===== config.mk =====
export PLATFORM = sky130hd
export DESIGN_NAME = echo_counter
export DESIGN_NICKNAME = d
export VERILOG_FILES = /design/src/rtl/ultrasonido_pkg.sv /design/src/rtl/echo_sync.sv /design/src/rtl/echo_counter.sv
export SDC_FILE = /design/constraint.sdc
export NUM_CORES = 1
export LEC_CHECK = 0
export ABC_AREA = 1
export CAP_MARGIN = 0
export CELL_PAD_IN_SITES_DETAIL_PLACEMENT = 0
export CELL_PAD_IN_SITES_GLOBAL_PLACEMENT = 1
export CORE_ASPECT_RATIO = 0.5
export CORE_MARGIN = 1.5
export CORE_UTILIZATION = 30
export DETAILED_ROUTE_END_ITERATION = 10
export GPL_TIMING_DRIVEN = 1
export PLACE_DENSITY = 0.65
export SLEW_MARGIN = 5
export SYNTH_ARGS = -nofsm -noshare
export SYNTH_HDL_FRONTEND = slang
export SYNTH_SLANG_ARGS = --single-unit

===== constraint.sdc =====
create_clock -name CLKOUTD -period 2 [get_ports CLKOUTD]
set_clock_uncertainty 0.05 [all_clocks]
set_input_delay 0.5 -clock CLKOUTD [delete_from_list [all_inputs] [get_ports CLKOUTD]]
set_output_delay 0.5 -clock CLKOUTD [all_outputs]
set_load 0.02 [all_outputs]

===== src/rtl/ultrasonido_pkg.sv =====
// Shared definitions for the ultrasonic ranging chain: FSM state type and default timing.
// The divisor block imports the same defaults so both ends agree on count width.
package ultrasonido_pkg;

    typedef enum logic [2:0] {
        StIdle,
        StTrig,
        StWaitRise,
        StMeasure,
        StDone,
        StHoldoff
    } state_e;

    localparam int unsigned DefCountW      = 8;
    localparam int unsigned DefTrigCycles  = 10;
    localparam int unsigned DefTickDiv     = 58;
    localparam int unsigned DefWaitTimeout = 30000;
    localparam int unsigned DefHoldoff     = 60000;

    function automatic int unsigned max3(input int unsigned a, input int unsigned b,
                                         input int unsigned c);
        int unsigned m;
        m = (a > b) ? a : b;
        return (m > c) ? m : c;
    endfunction

endpackage


===== src/rtl/echo_sync.sv =====
// Brings the asynchronous echo pin into the clock domain and produces one-cycle
// registered rise/fall pulses, three cycles after the pin moves.
module echo_sync (
    input  logic clk_i,
    input  logic rst_i,
    input  logic echo_i,
    output logic rise_o,
    output logic fall_o
);

    logic meta_q, sync_q, prev_q, rise_q, fall_q;

    always_ff @(posedge clk_i or posedge rst_i) begin
        if (rst_i) begin
            meta_q <= 1'b0;
            sync_q <= 1'b0;
            prev_q <= 1'b0;
            rise_q <= 1'b0;
            fall_q <= 1'b0;
        end else begin
            meta_q <= echo_i;
            sync_q <= meta_q;
            prev_q <= sync_q;
            rise_q <= sync_q & ~prev_q;
            fall_q <= ~sync_q & prev_q;
        end
    end

    assign rise_o = rise_q;
    assign fall_o = fall_q;

endmodule


===== src/rtl/echo_counter.sv =====
// Ultrasonic ranging front end: fires the trigger, measures echo width in ticks and
// hands the result to the divisor with a one-cycle calculate strobe.
module echo_counter
    import ultrasonido_pkg::*;
#(
    parameter int unsigned COUNT_W      = DefCountW,
    parameter int unsigned TRIG_CYCLES  = DefTrigCycles,
    parameter int unsigned TICK_DIV     = DefTickDiv,
    parameter int unsigned WAIT_TIMEOUT = DefWaitTimeout,
    parameter int unsigned HOLDOFF      = DefHoldoff
) (
    input  logic               CLKOUTD,
    input  logic               reset,
    input  logic               enable,
    input  logic               echo,
    output logic               trigger,
    output logic [COUNT_W-1:0] count,
    output logic               calculate,
    output logic               timeout,
    output logic               busy
);

    localparam int unsigned CycMax = max3(TRIG_CYCLES, WAIT_TIMEOUT, HOLDOFF);
    localparam int unsigned CycW   = $clog2(CycMax + 1);
    localparam int unsigned TickW  = $clog2(TICK_DIV + 1);

    state_e               state_q, state_d;
    logic [CycW-1:0]      cyc_q, cyc_d;
    logic [TickW-1:0]     tick_q, tick_d;
    logic [COUNT_W-1:0]   width_q, width_d;
    logic                 to_q, to_d;
    logic [COUNT_W-1:0]   count_q, count_d;
    logic                 timeout_q, timeout_d;
    logic                 calculate_q, calculate_d;
    logic                 echo_rise, echo_fall;
    logic                 tick_wrap, sat;

    echo_sync u_echo_sync (
        .clk_i  (CLKOUTD),
        .rst_i  (reset),
        .echo_i (echo),
        .rise_o (echo_rise),
        .fall_o (echo_fall)
    );

    always_ff @(posedge CLKOUTD or posedge reset) begin
        if (reset) begin
            state_q     <= StIdle;
            cyc_q       <= '0;
            tick_q      <= '0;
            width_q     <= '0;
            to_q        <= 1'b0;
            count_q     <= '0;
            timeout_q   <= 1'b0;
            calculate_q <= 1'b0;
        end else begin
            state_q     <= state_d;
            cyc_q       <= cyc_d;
            tick_q      <= tick_d;
            width_q     <= width_d;
            to_q        <= to_d;
            count_q     <= count_d;
            timeout_q   <= timeout_d;
            calculate_q <= calculate_d;
        end
    end

    assign tick_wrap = (tick_q == TickW'(TICK_DIV - 1));
    assign sat       = tick_wrap && (width_q == '1);

    always_comb begin
        state_d = state_q;
        cyc_d   = cyc_q;
        tick_d  = tick_q;
        width_d = width_q;
        to_d    = to_q;
        unique case (state_q)
            StIdle: begin
                if (enable) begin
                    state_d = StTrig;
                    cyc_d   = '0;
                end
            end
            StTrig: begin
                if (cyc_q == CycW'(TRIG_CYCLES - 1)) begin
                    state_d = StWaitRise;
                    cyc_d   = '0;
                end else begin
                    cyc_d = cyc_q + CycW'(1);
                end
            end
            StWaitRise: begin
                // A level already high here produces no rise pulse, so it times out.
                if (echo_rise) begin
                    state_d = StMeasure;
                    tick_d  = '0;
                    width_d = '0;
                    to_d    = 1'b0;
                end else if (cyc_q == CycW'(WAIT_TIMEOUT - 1)) begin
                    state_d = StDone;
                    width_d = '0;
                    to_d    = 1'b1;
                end else begin
                    cyc_d = cyc_q + CycW'(1);
                end
            end
            StMeasure: begin
                tick_d = tick_wrap ? '0 : tick_q + TickW'(1);
                if (tick_wrap && !sat) begin
                    width_d = width_q + COUNT_W'(1);
                end
                if (sat) begin
                    state_d = StDone;
                    to_d    = 1'b1;
                end else if (echo_fall) begin
                    state_d = StDone;
                    to_d    = 1'b0;
                end
            end
            StDone: begin
                state_d = StHoldoff;
                cyc_d   = '0;
            end
            StHoldoff: begin
                if (cyc_q == CycW'(HOLDOFF - 1)) begin
                    state_d = enable ? StTrig : StIdle;
                    cyc_d   = '0;
                end else begin
                    cyc_d = cyc_q + CycW'(1);
                end
            end
            default: state_d = StIdle;
        endcase
    end

    // Result registers move only in DONE, so the strobe always accompanies new data.
    always_comb begin
        count_d     = count_q;
        timeout_d   = timeout_q;
        calculate_d = 1'b0;
        if (state_q == StDone) begin
            count_d     = width_q;
            timeout_d   = to_q;
            calculate_d = 1'b1;
        end
    end

    always_comb begin
        trigger   = (state_q == StTrig);
        busy      = (state_q != StIdle);
        count     = count_q;
        timeout   = timeout_q;
        calculate = calculate_q;
    end

endmodule


Word-level counts from Yosys, hierarchy flattened
Index checks and enable logic that the tools add are counted. Widths: inputs -> output; s select.

Add/sub/neg operators: 3. Equality and inequality tests: 19. Muxes and demuxes: 28. Bitwise operators: 4. Reduce and logical (&&, ||, !) cells: 12.

Operator list (number): $mux 16 (5); $pmux 16 s5 (1); $mux 8 (3); $mux 3 (7); $pmux 3 s6 (1); $add 16x1->16 const B (1); $eq 16x15->1 const B (1); $eq 16x16->1 const B (1); $eq 16x4->1 const B (1); $pmux 8 s2 (1); $mux 6 (2); $pmux 6 s2 (1); $ne 2x2->1 const B (5); $add 8x1->8 const B (1); $eq 8x8->1 const B (1); $add 6x1->6 const B (1); $eq 3x2->1 const B (2); $eq 3x3->1 const B (2); $eq 6x6->1 const B (1); $mux 1 (6); $ne 3x2->1 const B (2); $reduce_and 3->1 (2); $reduce_and 5->1 (1); $reduce_bool 5->1 (1); 12 further kinds (16).

Register bits after elaboration: 49. Input port bits: 4. Output and inout bits: 12. Logic and storage cells: 79.

Depth between registers and ports, before layout
Word-level depth: 6. Mapped depth: 12. Mapped depth without buffers: 11.

Cells and area by module
From an unflattened synthesis, not the netlist that was laid out.

Cells, all modules: 427. Area, all modules: 3056.7 sq um.

Modules (own cells, without submodules): echo_counter (times used 1, cells an instance 417, area an instance 2912.8 sq um, seq. area each 1101.1 sq um); echo_sync (times used 1, cells an instance 10, area an instance 143.9 sq um, seq. area each 125.1 sq um).

Worst setup path after synthesis
No wires, ideal clock.

Path type: flip-flop to flip-flop. Start: reg state_q[1]. End: reg cyc_q[4]. Setup time: 123 ps. Arrival time: 1550 ps. Data required time: 1827 ps. Path slack: 277 ps. Stages on the path, launching flop included: 10. Path buffers: 1. Clock period less this slack: 1723 ps. Path through: dfrtp_1 -> nor2_1 -> nand2_1 -> nor2_1 -> a21oi_4 -> nand2_2 -> inv_2 -> buf_4 -> nand3_1 -> o21ai_1.

Longest elaborated chain between the ends: 3. Elaborated cells between the ends (all ways): 11. Classes of those cells: 7 x eq/ne; 1 x mux; 3 x reduce/logical.

Ends and longest elaborated chain: start: declaration (RTL line echo_counter.sv:27) `state_e state_q, state_d;`; start signal: assignment (RTL line echo_counter.sv:48) `state_q <= StIdle;`; start signal: assignment (RTL line echo_counter.sv:57) `state_q <= state_d;`; $eq 3x1->1, or another cell as far along (RTL line echo_counter.sv:77) `unique case (state_q)`; $reduce_bool 5->1 (no source line) / $ne 2x2->1 (equally long branches); $reduce_and 4->1 (no source line); end signal: assignment (RTL line echo_counter.sv:58) `cyc_q <= cyc_d;`; end: declaration (RTL line echo_counter.sv:28) `logic [CycW-1:0] cyc_q, cyc_d;`.

Several ways; a longest one is shown, not always the timed one. A chain may end at the register's enable or synchronous reset.

Worst setup path after layout
Start: reg state_q[1]. End: out busy.

Longest elaborated chain between the ends: 1.

Ends and longest elaborated chain: $reduce_bool 3->1 (RTL line echo_counter.sv:150) `busy = (state_q != StIdle);`; end: declaration (RTL line echo_counter.sv:20) `output logic busy`.

Every way passes these cells.

==> flow_summary.json <==
{
  "syn_avg_cell_area_sq_um": 7.10,
  "period_share_pct": 94.0,
  "synth-edff-count": 0,
  "setup_viol": 0,
  "setup_slack_ps": 120,
  "cp-end-kind": "output pin",
  "first_global_vias": 2564,
  "hpwlAfterDp_mm": 5.57,
  "drc": 0,
  "fill_cells": 1017,
  "fp.dieH_um": 72.3,
  "routed-wl-met2_mm": 3.12,
  "synth_top_family_by_area": "simple AND/OR/NAND/NOR gates",
  "fin_crit_ps": 1880,
  "cp_max_fo": 5,
  "yosysUniqueCellTypes": 31,
  "worst_ep_required_time_ps": 1450,
  "antennaDiodeCount": 0,
  "cts_tree": "yes",
  "insertion_delay_ps": 290,
  "total_power_mw": 1.88,
  "num_rows": 25,
  "drt_wl_total_mm": 7.21,
  "core_area_sq_um": 9380,
  "max_clock_freq_mhz": 532,
  "grt_pass1_wl_mm": 12.6,
  "final_max_slew_viol_count": 0,
  "dr.pass1.iters": 4,
  "cp.arrival_ps": 1330,
  "status": "finished, final reports clean",
  "synth_warnings": 0,
  "grt_overflow": 0,
  "hold_class": "reg2reg",
  "critPathLaunchType": "register",
  "final_core_utilization_pct": 37.2,
  "wl_met1_mm": 3.71,
  "dieArea_sq_um": 10200,
  "min_from": "u_echo_sync.meta_q",
  "finalNetCount": 452,
  "initial_core_util_pct": 30.7,
  "ant_nets": 0,
  "die_w_um": 142,
  "viasPerCell": 4.56,
  "seq_area_frac_synth_pct": 42.5,
  "area_growth_pct": 20.9,
  "clockBufferDepth": 2,
  "vias": 2572,
  "syn-num-nets": 415,
  "timing.critical_path.from": "state_q[1]",
  "numCtsBuffers": 5,
  "whs_ps": 303,
  "worstMarginPinSlew_ps": 522,
  "slew-limit-headroom_pct": 65.1,
  "power.density_nw_per_um2": 540,
  "crit-reg2reg-launch": "state_q[1]",
  "synth_top_flop_cell": "dfrtp_1",
  "dr.first_iter.drc_count": 149,
  "final_layout_size_suffix_gt1_share_pct": 11.3,
  "synth.mux.area_fraction_pct": 0,
  "port_buffers": 15,
  "place.gp.congestion": 0.822,
  "fin_area_sq_um": 3490,
  "ys_ff_latch": 49,
  "routed.top_layer": "met4",
  "synthCells": 406,
  "cts_setup_buffers": 0,
  "rsz0062_at_grt": "no",
  "synth_compound_area_share_pct": 7.20,
  "synthXorXnorAreaFrac_pct": 3.34,
  "antenna_found_initial": 0,
  "place_inst": 557,
  "peakVddDrop_mv": 0.290,
  "clock-sinks": 49,
  "synth_area_sq_um": 2880,
  "wl_met3_um": 238,
  "clk_pin_slew_ps": 70,
  "critPathKind": "reg2out",
  "dpl-instance-area_sq_um": 3340,
  "wire_per_inst_um": 12.8,
  "leakagePower_nw": 1.71,
  "synthArstFlopShare_pct": 100,
  "ios": 16,
  "htree_levels": 2,
  "dp_slack_ps": 84.1,
  "maxCapViolations": 0,
  "setup-tns-final_ps": 0,
  "cts_root_buffer": "clkbuf_16",
  "grt_use_total_pct": 15.7,
  "grt_max_degree": 21,
  "synthSimpleGateAreaFrac_pct": 36.4,
  "stdcell_count": 564,
  "hold_viol_final": 0,
  "yosys.area_share.adder_pct": 2.17
}
-- cell usage after synthesis (4+ instances only) --
cell type,count,area share (%)
nand3_1,33,5.7
ha_1,5,2.2
nand4_1,12,2.6
nand2_1,130,17
clkbuf_1,4,0.52
nor3_1,7,1.2
xor2_1,9,2.7
inv_2,6,0.78
dfrtp_1,49,43
inv_1,46,6.0
o21ai_1,12,2.1
o21ai_0,9,1.6
nor2_1,52,6.8
-- report_power, final --
| part | switching (mW) | total (mW) | internal, mW |
|---|---|---|---|
| Sequential | 0.00216 | 0.997 | 0.995 |
| Clock | 0.384 | 0.844 | 0.460 |
| Combinational | 0.0255 | 0.0403 | 0.0148 |
| Total | 0.412 | 1.88 | 1.47 |
-- kinds of logic after synthesis --
family / count (synthesis)
compound gates: 35
xor+xnor: 11
fa+ha+maj: 5
buf+inv: 61
flops: 49
simple gates: 245
-- cell type report --
class                           instances  area, sq um  share of cell area, %
Clock buffer                            5          125                   3.59
Clock inverter                          2         13.8                  0.395
Inverter                               53          199                   5.71
Multi-Input combinational cell        296         1430                   40.9
Sequential cell                        49         1230                   35.2
Tap cell                              121          151                   4.34
Timing Repair Buffer                   38          345                   9.90
-- flip-flops by register name, indices dropped and copies added (netlist names) --
register / count
tick_q: 6
calculate: 1
width_q: 8
u_echo_sync.rise_o: 1
u_echo_sync.fall_o: 1
u_echo_sync.prev_q: 1
timeout: 1
u_echo_sync.meta_q: 1
to_q: 1
state_q: 3
cyc_q: 16
u_echo_sync.sync_q: 1
count: 8
-- path summary, 6_finish.rpt --
path | to | slack (ps) | cells past startpoint
max | busy | 120 | 3
min | u_echo_sync.sync_q | 300 | 0
max reg2reg | cyc_q[0] | 220 | 9
min reg2reg | u_echo_sync.sync_q | 300 | 0
max in group asynchronous | cyc_q[7] | 990 | 3
min in group asynchronous | u_echo_sync.sync_q | 460 | 2
-- cells in the final DEF, fill, tap and decap left out, types with 3 or more instances in the layout --
master           Yosys  final
inv_1               46     45
inv_2                6      7
nand2_1            130    130
nor3_1               7      7
a31oi_1              3      3
clkdlybuf4s50_1      0     13
o22ai_1              3      3
nor2_2               2      3
xor2_1               9      9
nor2_1              52     50
o211ai_1             3      3
nand3_1             33     33
dfrtp_1             49     49
ha_1                 5      5
nand4_1             12     12
o21ai_0              9      9
clkbuf_16            0      5
nand3_2              3      3
o21ai_1             12     12
buf_4                3     21
-- per-layer routing --
metal	up-vias	GRT usage, %
li1	1363	-
met1	1163	21.9
met2	34	24.6
met3	12	3.43
met4	0	4.93
met5	-	0
-- critical path, stage by stage, from the launching register on --
cell,delay [ps]
dfrtp_1,430
nor2_2,170
nand2_1,100
dlygate4sd2_1,330
-- repair_timing --
item | in CTS | in global routing
cloned | 0 | 0
gates resized for setup | 2 | 3
endpoints found under the setup margin | 2 | 5
hold buffers | 0 | 0
Power figures use the tool's default switching activity.
